**src/rtl/cpu_pkg.sv**
```systemverilog
// Shared CPU definitions: fetch FSM states, instruction length and the
// width/reset defaults common to the fetch unit and the instruction register.
package cpu_pkg;

  localparam int          CPU_D_WIDTH  = 32;
  localparam int          CPU_A_WIDTH  = 32;
  localparam int          ILEN_BYTES   = 4;
  localparam logic [31:0] CPU_RESET_PC = 32'h0000_0000;

  typedef enum logic [2:0] {
    FS_IDLE  = 3'd0,
    FS_FETCH = 3'd1,
    FS_FLUSH = 3'd2,
    FS_HOLD  = 3'd3,
    FS_HALT  = 3'd4
  } fetch_state_e;

  // A fetch address is legal only on a word boundary.
  function automatic logic is_word_aligned(input logic [1:0] lsb);
    return (lsb == 2'b00);
  endfunction

endpackage

```
**src/rtl/ifetch_pc_reg.sv**
```systemverilog
// Program counter register with load and sequential increment; load wins.
module pc_reg
  import cpu_pkg::*;
#(
  parameter int                 A_WIDTH  = CPU_A_WIDTH,
  parameter logic [A_WIDTH-1:0] RESET_PC = '0
) (
  input  logic               clk,
  input  logic               rst,
  input  logic               load,
  input  logic [A_WIDTH-1:0] load_pc,
  input  logic               inc,
  output logic [A_WIDTH-1:0] pc
);

  logic [A_WIDTH-1:0] pc_d;
  logic [A_WIDTH-1:0] pc_q;

  // Next PC; the increment wraps naturally modulo 2^A_WIDTH.
  always_comb begin
    pc_d = pc_q;
    if (load) begin
      pc_d = load_pc;
    end else if (inc) begin
      pc_d = pc_q + A_WIDTH'(ILEN_BYTES);
    end else begin
      pc_d = pc_q;
    end
  end

  // PC state register.
  always_ff @(posedge clk or posedge rst) begin
    if (rst) begin
      pc_q <= RESET_PC;
    end else begin
      pc_q <= pc_d;
    end
  end

  assign pc = pc_q;

endmodule

```
**src/rtl/ifetch.sv**
```systemverilog
// Instruction fetch unit: issues word reads over req/ack, buffers the word for
// the IR and handles redirects, including those racing an outstanding request.
module ifetch
  import cpu_pkg::*;
#(
  parameter int                 D_WIDTH  = CPU_D_WIDTH,
  parameter int                 A_WIDTH  = CPU_A_WIDTH,
  parameter logic [A_WIDTH-1:0] RESET_PC = A_WIDTH'(CPU_RESET_PC)
) (
  input  logic               clk,
  input  logic               rst,
  output logic               imem_req,
  output logic [A_WIDTH-1:0] imem_addr,
  input  logic               imem_ack,
  input  logic [D_WIDTH-1:0] imem_rdata,
  input  logic               ir_ready,
  input  logic               redirect,
  input  logic [A_WIDTH-1:0] redirect_pc,
  output logic [D_WIDTH-1:0] isu,
  output logic               isu_valid,
  output logic               isu_en,
  output logic [A_WIDTH-1:0] pc_out,
  output logic               fault
);

  fetch_state_e       state_d, state_q;
  logic [A_WIDTH-1:0] flush_addr_d, flush_addr_q;
  logic [D_WIDTH-1:0] isu_d, isu_q;
  logic [A_WIDTH-1:0] pc_out_d, pc_out_q;
  logic [A_WIDTH-1:0] pc_s;
  logic               pc_load_s;
  logic               pc_inc_s;
  logic               aligned_s;

  pc_reg #(
    .A_WIDTH (A_WIDTH),
    .RESET_PC(RESET_PC)
  ) u_pc_reg (
    .clk    (clk),
    .rst    (rst),
    .load   (pc_load_s),
    .load_pc(redirect_pc),
    .inc    (pc_inc_s),
    .pc     (pc_s)
  );

  assign aligned_s = is_word_aligned(pc_s[1:0]);

  // Fetch FSM next state; redirect outranks both ack and ir_ready.
  always_comb begin
    state_d      = state_q;
    flush_addr_d = flush_addr_q;
    isu_d        = isu_q;
    pc_out_d     = pc_out_q;
    pc_load_s    = 1'b0;
    pc_inc_s     = 1'b0;
    case (state_q)
      FS_IDLE: begin
        pc_load_s = redirect;
        state_d   = FS_FETCH;
      end
      FS_FETCH: begin
        if (redirect) begin
          pc_load_s = 1'b1;
          // Only a request still in flight needs draining through FLUSH.
          if (imem_ack || !aligned_s) begin
            state_d = FS_FETCH;
          end else begin
            flush_addr_d = pc_s;
            state_d      = FS_FLUSH;
          end
        end else if (!aligned_s) begin
          state_d = FS_HALT;
        end else if (imem_ack) begin
          isu_d    = imem_rdata;
          pc_out_d = pc_s;
          state_d  = FS_HOLD;
        end else begin
          state_d = FS_FETCH;
        end
      end
      FS_FLUSH: begin
        pc_load_s = redirect;
        if (imem_ack) begin
          state_d = FS_FETCH;
        end else begin
          state_d = FS_FLUSH;
        end
      end
      FS_HOLD: begin
        if (redirect) begin
          pc_load_s = 1'b1;
          state_d   = FS_FETCH;
        end else if (ir_ready) begin
          pc_inc_s = 1'b1;
          state_d  = FS_FETCH;
        end else begin
          state_d = FS_HOLD;
        end
      end
      FS_HALT: begin
        pc_load_s = redirect;
        if (redirect && is_word_aligned(redirect_pc[1:0])) begin
          state_d = FS_FETCH;
        end else begin
          state_d = FS_HALT;
        end
      end
      default: begin
        state_d = FS_IDLE;
      end
    endcase
  end

  // State, flush address and IR-side buffer registers.
  always_ff @(posedge clk or posedge rst) begin
    if (rst) begin
      state_q      <= FS_IDLE;
      flush_addr_q <= RESET_PC;
      isu_q        <= '0;
      pc_out_q     <= RESET_PC;
    end else begin
      state_q      <= state_d;
      flush_addr_q <= flush_addr_d;
      isu_q        <= isu_d;
      pc_out_q     <= pc_out_d;
    end
  end

  assign imem_req  = ((state_q == FS_FETCH) && aligned_s) || (state_q == FS_FLUSH);
  assign imem_addr = (state_q == FS_FLUSH) ? flush_addr_q : pc_s;
  assign isu_valid = (state_q == FS_HOLD);
  assign isu_en    = isu_valid & ir_ready & ~redirect;
  assign fault     = (state_q == FS_HALT);
  assign isu       = isu_q;
  assign pc_out    = pc_out_q;

endmodule

```
**config.mk**
```make
export PLATFORM = sky130hd
export DESIGN_NAME = ifetch
export DESIGN_NICKNAME = d
export VERILOG_FILES = /design/src/rtl/cpu_pkg.sv /design/src/rtl/ifetch_pc_reg.sv /design/src/rtl/ifetch.sv
export SDC_FILE = /design/constraint.sdc
export NUM_CORES = 1
export LEC_CHECK = 0
export ABC_AREA = 1
export BUFFER_PORTS_ARGS = -buffer_cell sky130_fd_sc_hd__buf_2
export CORE_MARGIN = 4
export CORE_UTILIZATION = 50
export CTS_CLUSTER_DIAMETER = 40
export CTS_CLUSTER_SIZE = 30
export DETAILED_ROUTE_END_ITERATION = 10
export MAX_ROUTING_LAYER = met4
export PLACE_DENSITY_LB_ADDON = 0.25
export SLEW_MARGIN = 20
export SYNTH_ARGS = -nofsm -noshare
export SYNTH_HDL_FRONTEND = slang
export SYNTH_HIERARCHICAL = 1
export SYNTH_SLANG_ARGS = --single-unit
```
**constraint.sdc**
```tcl
create_clock -name clk -period 6.8 [get_ports clk]
set_input_delay 1.02 -clock clk [delete_from_list [all_inputs] [get_ports clk]]
set_output_delay 1.02 -clock clk [all_outputs]
set_load 0.02 [all_outputs]
```
======== Word level (Yosys, flattened, before mapping) ========
Cells that the tools add are included.
word-level totals
  output and inout port bits .............. 100
  word-level logic and storage cells ...... 44
  bits of input ports ..................... 69
  register bits after elaboration ......... 131
cells by class
  bitwise operators ....................... 4
  equality and inequality tests ........... 4
  add/sub/neg operators ................... 1
  multiplexer cells ....................... 17
  reduce and logical (&&, ||, !) cells .... 13
operator list
  cell                                           number
  2-to-1 mux 32 bit                              3
  adder 32 x 3 -> 32 bit, second input constant  1
  one-hot mux 3 bit (5 select lines)             1
  2-to-1 mux 2 bit                               5
  2-to-1 mux 3 bit                               3
  == test 3 x 2 -> 1 bit, second input constant  2
  zero test 2 bit                                2
  2-to-1 mux 1 bit                               4
  AND reduction 4 bit                            1
  == test 3 x 1 -> 1 bit, second input constant  1
  == test 3 bit, second input constant           1
  zero test 3 bit                                1
  AND reduction 3 bit                            1
  OR reduction 3 bit                             1
  bitwise AND 1 bit                              2
  logical AND 1 bit                              2
  logical OR 1 bit                               2
  inverter 1 bit                                 2
  one-hot mux 1 bit (2 select lines)             1
  nonzero test 2 bit                             1
  OR reduction 2 bit                             1
  zero test 1 bit                                1

======== Logic depth before layout (Yosys ltp) ========
Gate-level depths: netlist of run 1.
  word-level depth ........................ 6
  depth in mapped cells ................... 10
  gate-level depth less buffers ........... 9

======== By module ========
The synthesis of run 1 kept the hierarchy.
by module, submodules not included
  module  cells an instance  seq. area each (sq um)  instances  area an instance (sq um)
  ifetch  513                2477.4                  1          4241.6
  pc_reg  313                800.8                   1          2200.9

======== Least setup slack after synthesis of run 1 ========
Ideal clock, no wire load.
  path type ............................... flip-flop to output port
  start point ............................. reg state_q[1]
  end point ............................... out isu_en
  buffers on the path ..................... 0
  stages on the path, launching flop included .. 5
  slack ................................... 4.188 ns
  arrival time ............................ 1.592 ns
  data required time ...................... 5.780 ns
  path through ............................ dfrtp_1 -> inv_1 -> nor3_1 -> nand2_1 -> nor2_1
on the way
  cells in the longest elaborated chain, start to end .. 3
RTL lines
  item                             RTL line       RTL
  from (decl)                      ifetch.sv:26   fetch_state_e state_d, state_q;
  from (signal assigned)           ifetch.sv:123  state_q <= state_d;
  == test 3 x 2 -> 1 bit           ifetch.sv:132  assign isu_valid = (state_q == FS_HOLD);
  via isu_valid                    ifetch.sv:20   output logic isu_valid,
  bitwise AND 1 bit (2 in series)  ifetch.sv:133  assign isu_en = isu_valid & ir_ready & ~redirect;
  to (decl)                        ifetch.sv:21   output logic isu_en,
The timed path passes the listed nets, and every way through them passes these cells.

======== Worst setup path after layout of run 1 ========
  start point ............................. reg state_q[2]
  end point ............................... out imem_addr[27]
on the way
  cells in the longest elaborated chain, start to end .. 2
RTL lines
  item                    RTL line       RTL
  == test 3 x 2 -> 1 bit  ifetch.sv:131  assign imem_addr = (state_q == FS_FLUSH) ? flush_addr_q : pc_s;
  2-to-1 mux 32 bit       ifetch.sv:131
  to (decl)               ifetch.sv:13   output logic [A_WIDTH-1:0] imem_addr,
Every way passes these cells.

==> results of run 1 <==
## how the worst min path moves through the flow
stage | startpoint | end | slack, ns
6_report | isu[24] | isu[24] | 0.46
5_1_grt | isu[23] | isu[23] | 0.48
4_1_cts | isu[9] | isu[9] | 0.47
3_5_place_dp | isu[8] | isu[8] | 0.45
3_3_place_gp | pc_out[3] | pc_out[3] | 0.45
2_1_floorplan | flush_addr_q[0] | flush_addr_q[0] | 0.46
## area by class of cell
type	instances	area share [%]
sequential	131	41.1
tap	172	2.70
timing repair buffer	172	11.2
inverter	66	3.14
multi-input combinational	596	34.3
clock inverter	12	2.04
clock buffer	19	5.56
## power groups by stage
stage | clock [W] | sequential [W] | combinational, W
2_1_floorplan | 0 | 0.00155 | 0.000700
3_3_place_gp | 0 | 0.00139 | 0.00134
3_5_place_dp | 0 | 0.00140 | 0.00136
4_1_cts | 0.000958 | 0.00139 | 0.00137
5_1_grt | 0.000991 | 0.00144 | 0.00150
6_report | 0.000939 | 0.00140 | 0.00136
## metal layers
layer  vias to the layer above  global-route usage [%]  routed length, um
met5                         -                       -                  0
met4                         0                    8.54                265
met3                        24                    5.55               1300
met2                       243                    37.5               8040
met1                      2693                    32.2               7720
li1                       2916                       -                  -
## worst register-to-register path: cells and delay by family, from the launching register on
| kind | cells | cell delay (ns) |
|---|---|---|
| flip-flops | 1 | 0.50 |
| buffers and inverters | 2 | 0.67 |
| AO/OA/AOI/OAI | 2 | 0.37 |
| AND/OR/NAND/NOR | 4 | 1.29 |
## cells by family (layout without fill, tap and decap cells)
| family | Yosys count | after routing |
|---|---|---|
| DFF | 131 | 131 |
| xor gates and xnor gates | 6 | 6 |
| adders and majority gates | 1 | 1 |
| AOI/OAI and AO/OA | 101 | 101 |
| and+or+nand+nor | 488 | 488 |
| buffers and inverters | 99 | 269 |
## stage by stage
| stage | cells | worst slack (ns) | area [um2] | total power (W) |
|---|---|---|---|---|
| after detailed placement | 1137 | 3.71 | 7360 | 0.00276 |
| after global placement | 1136 | 3.79 | 7330 | 0.00272 |
| final | 1168 | 3.69 | 7970 | 0.00370 |
| after floorplan | 826 | 3.19 | 6440 | 0.00225 |
| after CTS | 1168 | 3.24 | 7960 | 0.00372 |
| after global routing | 1168 | 3.46 | 7970 | 0.00393 |
## cells in the final DEF (no fill, tap or decap), types with 4 or more instances in the layout
cell	n
nor2_2	7
inv_1	62
o21ai_0	66
nor2_1	43
a22oi_1	21
nor2_4	10
clkbuf_16	17
buf_2	168
nand3_1	40
bufinv_16	4
o21ai_1	6
clkinv_2	7
nand2_2	7
nand2_1	365
xor2_1	6
dfrtp_1	131
o21bai_1	4
==> reports/qor.yml, run 1 <==
status:
  outcome: "finished clean"
critical_path:
  max_stage_delay_ns: 0.48
  reg2reg_depth: 8
  cp_max_fo: 66
  cp-start-kind: "register"
  crit_cells: 4
  cp_num_buf_inv: 2
  arrival_ns: 2.09
  cp-startpoint: "state_q[2]"
  critical_path.top_delay_family: "simple AND/OR/NAND/NOR gates"
  r2r_slack_ns: 3.90
  timing.critical_path.to: "imem_addr[27]"
  end_kind: "primary output"
  r2r_end: "u_pc_reg/pc[15]"
  critPathRequiredTime_ns: 5.78
  path_class: "reg2out"
  reg2reg_from: "state_q[1]"
  crit_chain: "inv_1 -> nand3_4 -> o21ai_0 -> buf_2"
  slowest_stage: "nand3_4"
clocking:
  cts.sinks: 131
  clkTransAtPathRegs_ns: 0.06
  cts_tree: "done"
  htreeDepth: 4
  numCtsBuffers: 17
  clockRootBuffer: "clkbuf_16"
  cts.path.max_buffers: 2
  cts-resized-gates: 0
  postCtsSetupBuffers: 0
  hold_buffers: 0
  insertion_delay_ns: 0.41
layout:
  drive_gt1_share_pct: 24.0
  insertedDiodeCount: 0
  multi_input_area_um2: 2730
  synthToLayoutAreaGrowth_pct: 23.7
  regArea_um2: 3280
  nFillCells: 1113
  utilization_pct: 63.2
  nNetsFinal: 1054
detailed_routing:
  post-route-drc-count: 0
  wl_um: 17300
  viasPerCell: 5.03
  wl_per_cell_um: 14.8
  drt-initial-drc-count: 449
  firstDrtPassIters: 5
  final_antenna_net_count: 0
  vias: 5876
synth:
  synth_xor_area_share_pct: 0.816
  ys_types: 33
  synth_fp_nets: 896
  yosys.area.top_type_share_pct: 50.9
  synth_edf_count: 0
  synthAdderAreaFrac_pct: 0.194
  syn_area_per_cell_um2: 7.80
  synthSimpleGateAreaFrac_pct: 32.1
  synthCells: 826
  synth_top_area_cell: "dfrtp_1"
  synth-compound-area-share_pct: 8.89
  synth_seq_area_share_pct: 50.9
  synthFlopType: "dfrtp_1"
  synthMuxAreaShare_pct: 0
  yosysWarnings: 6
  synth_top_family_by_area: "simple AND/OR/NAND/NOR gates"
  synth_commonest_cells: "nand2_1 (365), dfrtp_1 (131), o21ai_0 (66), inv_1 (63), nor2_1 (44)"
  synth_most_common_cell: "nand2_1"
  syn_area_um2: 6440
  postSynthRegisterBits: 131
  async_flop_share_pct: 100
  synth_area_leaders: "dfrtp_1 (51%), nand2_1 (21%), o21ai_0 (5.1%), inv_1 (3.7%), nand3_1 (3.2%)"
timing:
  relSlewSlack_pct: 35.3
  fmax_mhz: 322
  tns_ns: 0
  fin_skew_ns: 0.00564
  tightest_slew_ns: 0.969
  fin_crit_ns: 3.11
  whs_ns: 0.464
  hold_violations: 0
  rsz0062_at_grt: "no"
  period_share_pct: 45.7
  drv_slew: 0
  setup_viol: 0
floorplanning:
  num_rows: 41
  core_area_um2: 12600
  die_w_um: 122
  io_pins: 169
  die_area_um2: 14800
  start_util_pct: 51.1
  die_h_um: 122
power:
  comb_power_share_pct: 36.8
  ir_drop_v: 0.000149
  p_leak_nw: 4.26
  p_int_w: 0.00217
  seq_power_share_pct: 37.8
  p_sw_share_pct: 41.2
  clockPowerShare_pct: 25.4
  switchingPower_w: 0.00152
  power_density_nw_per_um2: 464
global_route:
  grt_max_degree: 67
  grt_pass1_vias: 5447
  grt_overflow: 0
  antenna_found_initial: 0
  grt_first_pass_wirelength_um: 27300
  grt.total_usage_pct: 24.4
placed_design:
  io_buffers: 168
  routabilityCongestion: 0.885
  dpl.hpwl_um: 12100
worst_hold_path:
  worstHoldPathCells: 2
  hold_class: "reg2reg"
flow_run:
  max_cap_violations: 0
Note: power is estimated with default switching activity, not from simulation.
==> run 2, diff against run 1 <==
ABC_AREA = 0   (was 1)
CORE_UTILIZATION = 47   (was 50)
clock period = 2.8 ns   (was 6.8 ns; I/O delays follow)
==> run 2 against run 1 <==
Effect of this change: synthesized cell count decreased by 43%; first-iteration DRC count decreased by 58%; register-to-register slack got worse by 3.6 ns; hold slack worse by 0.39 ns; non-clock buffer count rose by 9; design area down 3.0%; worst setup slack got worse by 3.4 ns; sequential share of layout area increased by 1.3 points; clock skew barely moved; sequential power grew 140%; global-route usage is 3.6 points lower; highest routed layer unchanged.
==> reports/qor.yml, run 2 <==
status:
  outcome: "finished clean"
timing:
  setup_viol: 0  # unchanged
  tns_ns: 0  # unchanged
  drv_slew: 0  # unchanged
  hold_violations: 0  # unchanged
  fin_crit_ns: 2.54
  fin_skew_ns: 0.00521  # -0.000432 ns
  fmax_mhz: 393
  relSlewSlack_pct: 53.2  # +18 points
  tightest_slew_ns: 0.701  # -0.268 ns
  rsz0062_at_grt: "no"
  postLayoutSetupSlackWorst_ns: 0.259  # -3.44 ns
  period_share_pct: 90.8
critical_path:
  arrival_ns: 2.12  # +0.03 ns
  end_kind: "primary output"
  path_class: "reg2out"
  cp-start-kind: "register"
  cp_max_fo: 33  # -50%
  critPathRequiredTime_ns: 2.38  # -3.40 ns
global_route:
  grt_overflow: 0  # unchanged
  antenna_found_initial: 0  # unchanged
  grt_max_degree: 52  # -22%
  grt_pass1_vias: 4631  # -15%
  grt_first_pass_wirelength_um: 23300  # -15%
  grt.total_usage_pct: 20.9  # -3.6 points
flow_run:
  max_cap_violations: 0  # unchanged
synth:
  synth_top_area_cell: "dfrtp_1"
  synth_area_leaders: "dfrtp_1 (54%), mux2_2 (23%), nand2_1 (1.8%), or4_1 (1.4%), xor2_1 (1.3%)"
  synth_top_family_by_area: "multiplexers"
  synthCells: 473  # -43%
  postSynthRegisterBits: 131  # unchanged
  synth-compound-area-share_pct: 5.33  # -3.6 points
  synthFlopType: "dfrtp_1"
  syn_area_per_cell_um2: 12.8  # +64%
  synthAdderAreaFrac_pct: 0.207  # +0.012 points
  synth_most_common_cell: "dfrtp_1"
  synth_edf_count: 0  # unchanged
  synth_seq_area_share_pct: 54.1  # +3.2 points
  async_flop_share_pct: 100  # unchanged
  synthSimpleGateAreaFrac_pct: 11.4  # -21 points
  synthMuxAreaShare_pct: 23.6  # +24 points
  yosys.area.top_type_share_pct: 54.1  # +3.2 points
  synth_commonest_cells: "dfrtp_1 (131), mux2_2 (126), nand2_1 (29), nand3_1 (14), o21ai_0 (14)"
  synth_fp_nets: 543  # -39%
  syn_area_um2: 6060  # -6.0%
  ys_types: 52  # +58%
  synth_xor_area_share_pct: 1.74  # +0.92 points
  yosysWarnings: 6  # unchanged
clocking:
  numCtsBuffers: 17  # unchanged
  cts-resized-gates: 0  # unchanged
  insertion_delay_ns: 0.42  # about the same
  cts.sinks: 131  # unchanged
  cts_tree: "done"
  postCtsSetupBuffers: 0  # unchanged
  hold_buffers: 0  # unchanged
  cts.path.max_buffers: 2  # unchanged
  clkTransAtPathRegs_ns: 0.05  # about the same
  htreeDepth: 4  # unchanged
  clockRootBuffer: "clkbuf_16"
layout:
  nNetsFinal: 713  # -32%
  fin_area_um2: 7740  # -3.0%
  insertedDiodeCount: 0  # unchanged
  stdcell_count: 828  # -29%
  final_cell_mix: "buf_2 (168), dfrtp_1 (131), mux2_2 (126)"
  synthToLayoutAreaGrowth_pct: 27.7
  final_common_cell: "buf_2"
  drive_gt1_share_pct: 53.4  # +29 points
  nFillCells: 1035  # -7.0%
worst_hold_path:
  hold_class: "in2async"
floorplanning:
  die_area_um2: 14800  # about the same
  core_area_um2: 12600  # unchanged
  num_rows: 41  # unchanged
  die_w_um: 122  # about the same
  io_pins: 169  # unchanged
  die_h_um: 122  # about the same
  start_util_pct: 48.0  # -3.1 points
placed_design:
  place_area_um2: 7050  # -4.2%
  pre_cts_ws_ns: 0.329  # -3.38 ns
  dp_cells: 796  # -30%
  io_buffers: 168  # unchanged
  routabilityCongestion: 0.776  # -12%
  dpl.hpwl_um: 10100  # -17%
detailed_routing:
  vias: 4410  # -25%
  wl_um: 14200  # -18%
  final_antenna_net_count: 0  # unchanged
  drt-initial-drc-count: 189  # -58%
  firstDrtPassIters: 4  # -1
  wl_per_cell_um: 17.2  # +16%
  viasPerCell: 5.33  # +5.9%
  post-route-drc-count: 0  # unchanged
power:
  power_density_nw_per_um2: 1170  # +150%
  p_leak_nw: 3.67  # -14%
  ir_drop_v: 0.000501  # +240%
[run 2: path summary, 6_finish.rpt]
path	to	cells after the start	slack, ns	from
min	pc_out[2]	3	0.07	rst
max in group asynchronous	pc_out[24]	3	2.17	rst
min in group clk	u_pc_reg/pc[7]	3	0.20	redirect_pc[7]
max reg2reg	u_pc_reg/pc[26]	7	0.31	state_q[2]
min reg2reg	pc_out[0]	1	0.48	pc_out[0]
max	imem_addr[29]	4	0.26	state_q[1]
[run 2: cells by family after synthesis]
| kind of cell | after synthesis |
|---|---|
| flops | 131 |
| mux | 127 |
| simple gates | 114 |
| compound gates | 48 |
| buf+inv | 40 |
| xor+xnor | 12 |
| fa+ha+maj | 1 |
[run 2: metal layers]
metal,vias up,wire length [um],GRT usage [%]
met2,132,7180,33.7
met3,25,748,5.36
met4,0,303,8.75
met1,2177,5970,25.0
li1,2076,-,-
met5,-,0,-
[run 2: layout make-up]
type / count / area (um2) / area share (%)
inverters: 10 / 41.3 / 0.534
clock buffers: 17 / 425 / 5.50
multi-input cells: 302 / 2560 / 33.1
flip-flops and latches: 131 / 3280 / 42.4
repair buffers: 181 / 951 / 12.3
well taps: 172 / 215 / 2.78
clock inverters: 15 / 262 / 3.38
[run 2: worst max-delay path, cell delays in order, from the launching register on]
cell and delay (ns):
dfrtp_1 0.48, nor3b_4 0.22, buf_4 0.43, mux2_2 0.40
buf_2 0.16
[run 2: power by group]
part / switching [W] / internal (W) / leakage, nW / total [W]
registers: 0.000637 / 0.00272 / 1.61 / 0.00336
clock network: 0.000825 / 0.00175 / 0.329 / 0.00258
logic: 0.00170 / 0.00138 / 1.73 / 0.00308
total: 0.00317 / 0.00585 / 3.67 / 0.00902
[run 2: stage by stage]
stage	power, W	hold slack [ns]	util (%)
6_report	0.00902	0.0719	61.3
5_1_grt	0.00953	0.109	61.3
4_1_cts	0.00911	0.0919	61.3
3_5_place_dp	0.00650	0.465	55.9
3_3_place_gp	0.00636	0.465	55.9
2_1_floorplan	0.00540	0.447	-
==> run 3, diff against run 2 <==
--- a/config.mk
+++ b/config.mk
@@ -10,9 +10,9 @@
 export CORE_MARGIN = 4
 export CORE_UTILIZATION = 47
-export CTS_CLUSTER_DIAMETER = 40
 export CTS_CLUSTER_SIZE = 30
 export DETAILED_ROUTE_END_ITERATION = 10
 export MAX_ROUTING_LAYER = met4
 export PLACE_DENSITY_LB_ADDON = 0.25
+export RECOVER_POWER = 25
 export SLEW_MARGIN = 20
 export SYNTH_ARGS = -nofsm -noshare
==> constraint.sdc (replaced) <==
create_clock -name clk -period 2.8 [get_ports clk]
set_input_delay 0.42 -clock clk [delete_from_list [all_inputs] [get_ports clk]]
set_output_delay 0.42 -clock clk [all_outputs]
set_load 0.01 [all_outputs]
==> run 3 against run 2 <==
Effect of this change: critical path depth did not move; the run now ends with capacitance limit, slew limit left; combinational power fell by 17%; critical endpoint unchanged; final cell count unchanged; sequential share of layout area up 0.92 points; clock power fell by 22%; non-clock buffer count unchanged; worst setup slack gained 0.0087 ns; count of clock-buffer cells in the layout up 11; largest cell class unchanged; register-to-register slack got worse by 0.04 ns.
==> reports/qor.yml, run 3 (synthesis gave the netlist of run 2 again) <==
status:
  outcome: "finished, violations left"
  violations: "capacitance limit, slew limit"
detailed_routing:
  final_antenna_net_count: 0  # unchanged
  drt-initial-drc-count: 197  # +4.2%
  wl_per_cell_um: 17.0  # -0.89%
  wl_um: 14100  # -0.89%
  vias: 4358  # -1.2%
  viasPerCell: 5.26  # -1.2%
  post-route-drc-count: 0  # unchanged
  firstDrtPassIters: 5  # +1
layout:
  final_cell_mix: "buf_2 (167), dfrtp_1 (131), mux2_2 (126)"
  drive_gt1_share_pct: 52.3  # -1.1 points
  synthToLayoutAreaGrowth_pct: 25.0
  nNetsFinal: 713  # unchanged
  fin_area_um2: 7570  # -2.1%
  insertedDiodeCount: 0  # unchanged
  final_common_cell: "buf_2"
  nFillCells: 1093  # +5.6%
  stdcell_count: 828  # unchanged
global_route:
  grt.total_usage_pct: 20.9  # +0.047 points
  grt_overflow: 0  # unchanged
  grt_pass1_vias: 4635  # +0.086%
  grt_first_pass_wirelength_um: 23200  # -0.74%
  antenna_found_initial: 0  # unchanged
  grt_max_degree: 54  # +3.8%
critical_path:
  cp-start-kind: "register"
  arrival_ns: 2.11  # about the same
  end_kind: "primary output"
  reg2reg_from: "state_q[2]"
  max_stage_delay_ns: 0.48  # about the same
  slowest_stage: "dfrtp_1"
  r2r_end: "u_pc_reg/pc[28]"
  critPathRequiredTime_ns: 2.38  # about the same
  reg2reg_depth: 7  # unchanged
  r2r_slack_ns: 0.27  # -0.04 ns
  path_class: "reg2out"
  cp_max_fo: 33  # unchanged
  crit_chain: "nor3b_4 -> buf_4 -> mux2_2 -> buf_2"
power:
  ir_drop_v: 0.000488  # -2.7%
  finalPower_w: 0.00793  # -12%
  power_density_nw_per_um2: 1050  # -10%
  p_leak_nw: 3.61  # -1.8%
timing:
  tightest_slew_ns: 1.86  # +1.16 ns
  relSlewSlack_pct: -24.1  # -77 points
  rsz0062_at_grt: "no"
  fin_skew_ns: 0.00737  # +0.00216 ns
  drv_slew: 33  # +33
  fin_crit_ns: 2.53  # -0.00867 ns
  period_share_pct: 90.5  # -0.31 points
  fmax_mhz: 395  # +0.34%
  postLayoutSetupSlackWorst_ns: 0.267  # +0.00867 ns
  tns_ns: 0  # unchanged
  hold_violations: 0  # unchanged
  setup_viol: 0  # unchanged
clocking:
  cts.path.max_buffers: 2  # unchanged
  cts.sinks: 131  # unchanged
  htreeDepth: 4  # unchanged
  hold_buffers: 0  # unchanged
  cts-resized-gates: 0  # unchanged
  cts_tree: "done"
  postCtsSetupBuffers: 0  # unchanged
  clockRootBuffer: "clkbuf_16"
  clkTransAtPathRegs_ns: 0.05  # about the same
  insertion_delay_ns: 0.41  # about the same
  numCtsBuffers: 17  # unchanged
worst_hold_path:
  worstHoldPathCells: 3
  hold_class: "in2reg"
  hp-start: "redirect_pc[19]"
  hold_end: "u_pc_reg/pc[19]"
placed_design:
  dpl.hpwl_um: 10000  # -0.40%
  io_buffers: 168  # unchanged
  place_area_um2: 7050  # unchanged
  dp_cells: 796  # unchanged
  pre_cts_ws_ns: 0.320  # -0.00848 ns
  routabilityCongestion: 0.781  # +0.71%
floorplanning:
  die_area_um2: 14800  # unchanged
  die_w_um: 122  # unchanged
  die_h_um: 122  # unchanged
  num_rows: 41  # unchanged
  core_area_um2: 12600  # unchanged
  start_util_pct: 48.0  # unchanged
  io_pins: 169  # unchanged
flow_run:
  max_cap_violations: 1  # +1
==> run 3: per-layer routing <==
layer  GRT usage [%]  vias up  wire (um)
li1                -     2072          -
met1            25.1     2166       5890
met4            7.49        0        140
met5               -        -          0
met3            4.52       12        593
met2            35.0      108       7450
==> run 3: worst max-delay path by stage <==
stage               cells past startpoint  startpoint  slack (ns)         endpoint
finish                                  4  state_q[1]        0.27    imem_addr[29]
global route                            7  state_q[2]        0.07  u_pc_reg/pc[28]
CTS                                     4  state_q[1]        0.21    imem_addr[29]
detailed placement                      7  state_q[2]        0.32  u_pc_reg/pc[28]
global placement                        7  state_q[2]        0.40  u_pc_reg/pc[22]
floorplan                               8  state_q[2]        0.40  u_pc_reg/pc[25]
==> run 3: critical path: cells and delay by family (launching register included) <==
family,cells,cell delay [ns]
buffers and inverters,2,0.57
multiplexers,1,0.41
flip-flops,1,0.48
AND/OR/NAND/NOR,1,0.24
==> run 3: power by group <==
group	switching [W]	internal (W)	total, W
Clock	0.000751	0.00127	0.00202
Sequential	0.000624	0.00272	0.00335
Combinational	0.00120	0.00137	0.00256
Total	0.00257	0.00536	0.00793
==> run 3: layout make-up <==
type | instances | area [um2] | area share [%]
well taps | 172 | 215 | 2.84
flip-flops and latches | 131 | 3280 | 43.3
clock inverters | 4 | 20.0 | 0.264
clock buffers | 28 | 527 | 6.96
repair buffers | 181 | 928 | 12.3
inverters | 10 | 38.8 | 0.512
multi-input cells | 302 | 2560 | 33.9
==> run 3: stage by stage <==
step	hold WS (ns)	util, %
2_1_floorplan	0.447	-
3_3_place_gp	0.465	55.9
3_5_place_dp	0.472	55.9
4_1_cts	0.0940	60.2
5_1_grt	0.201	60.0
6_report	0.219	60.0
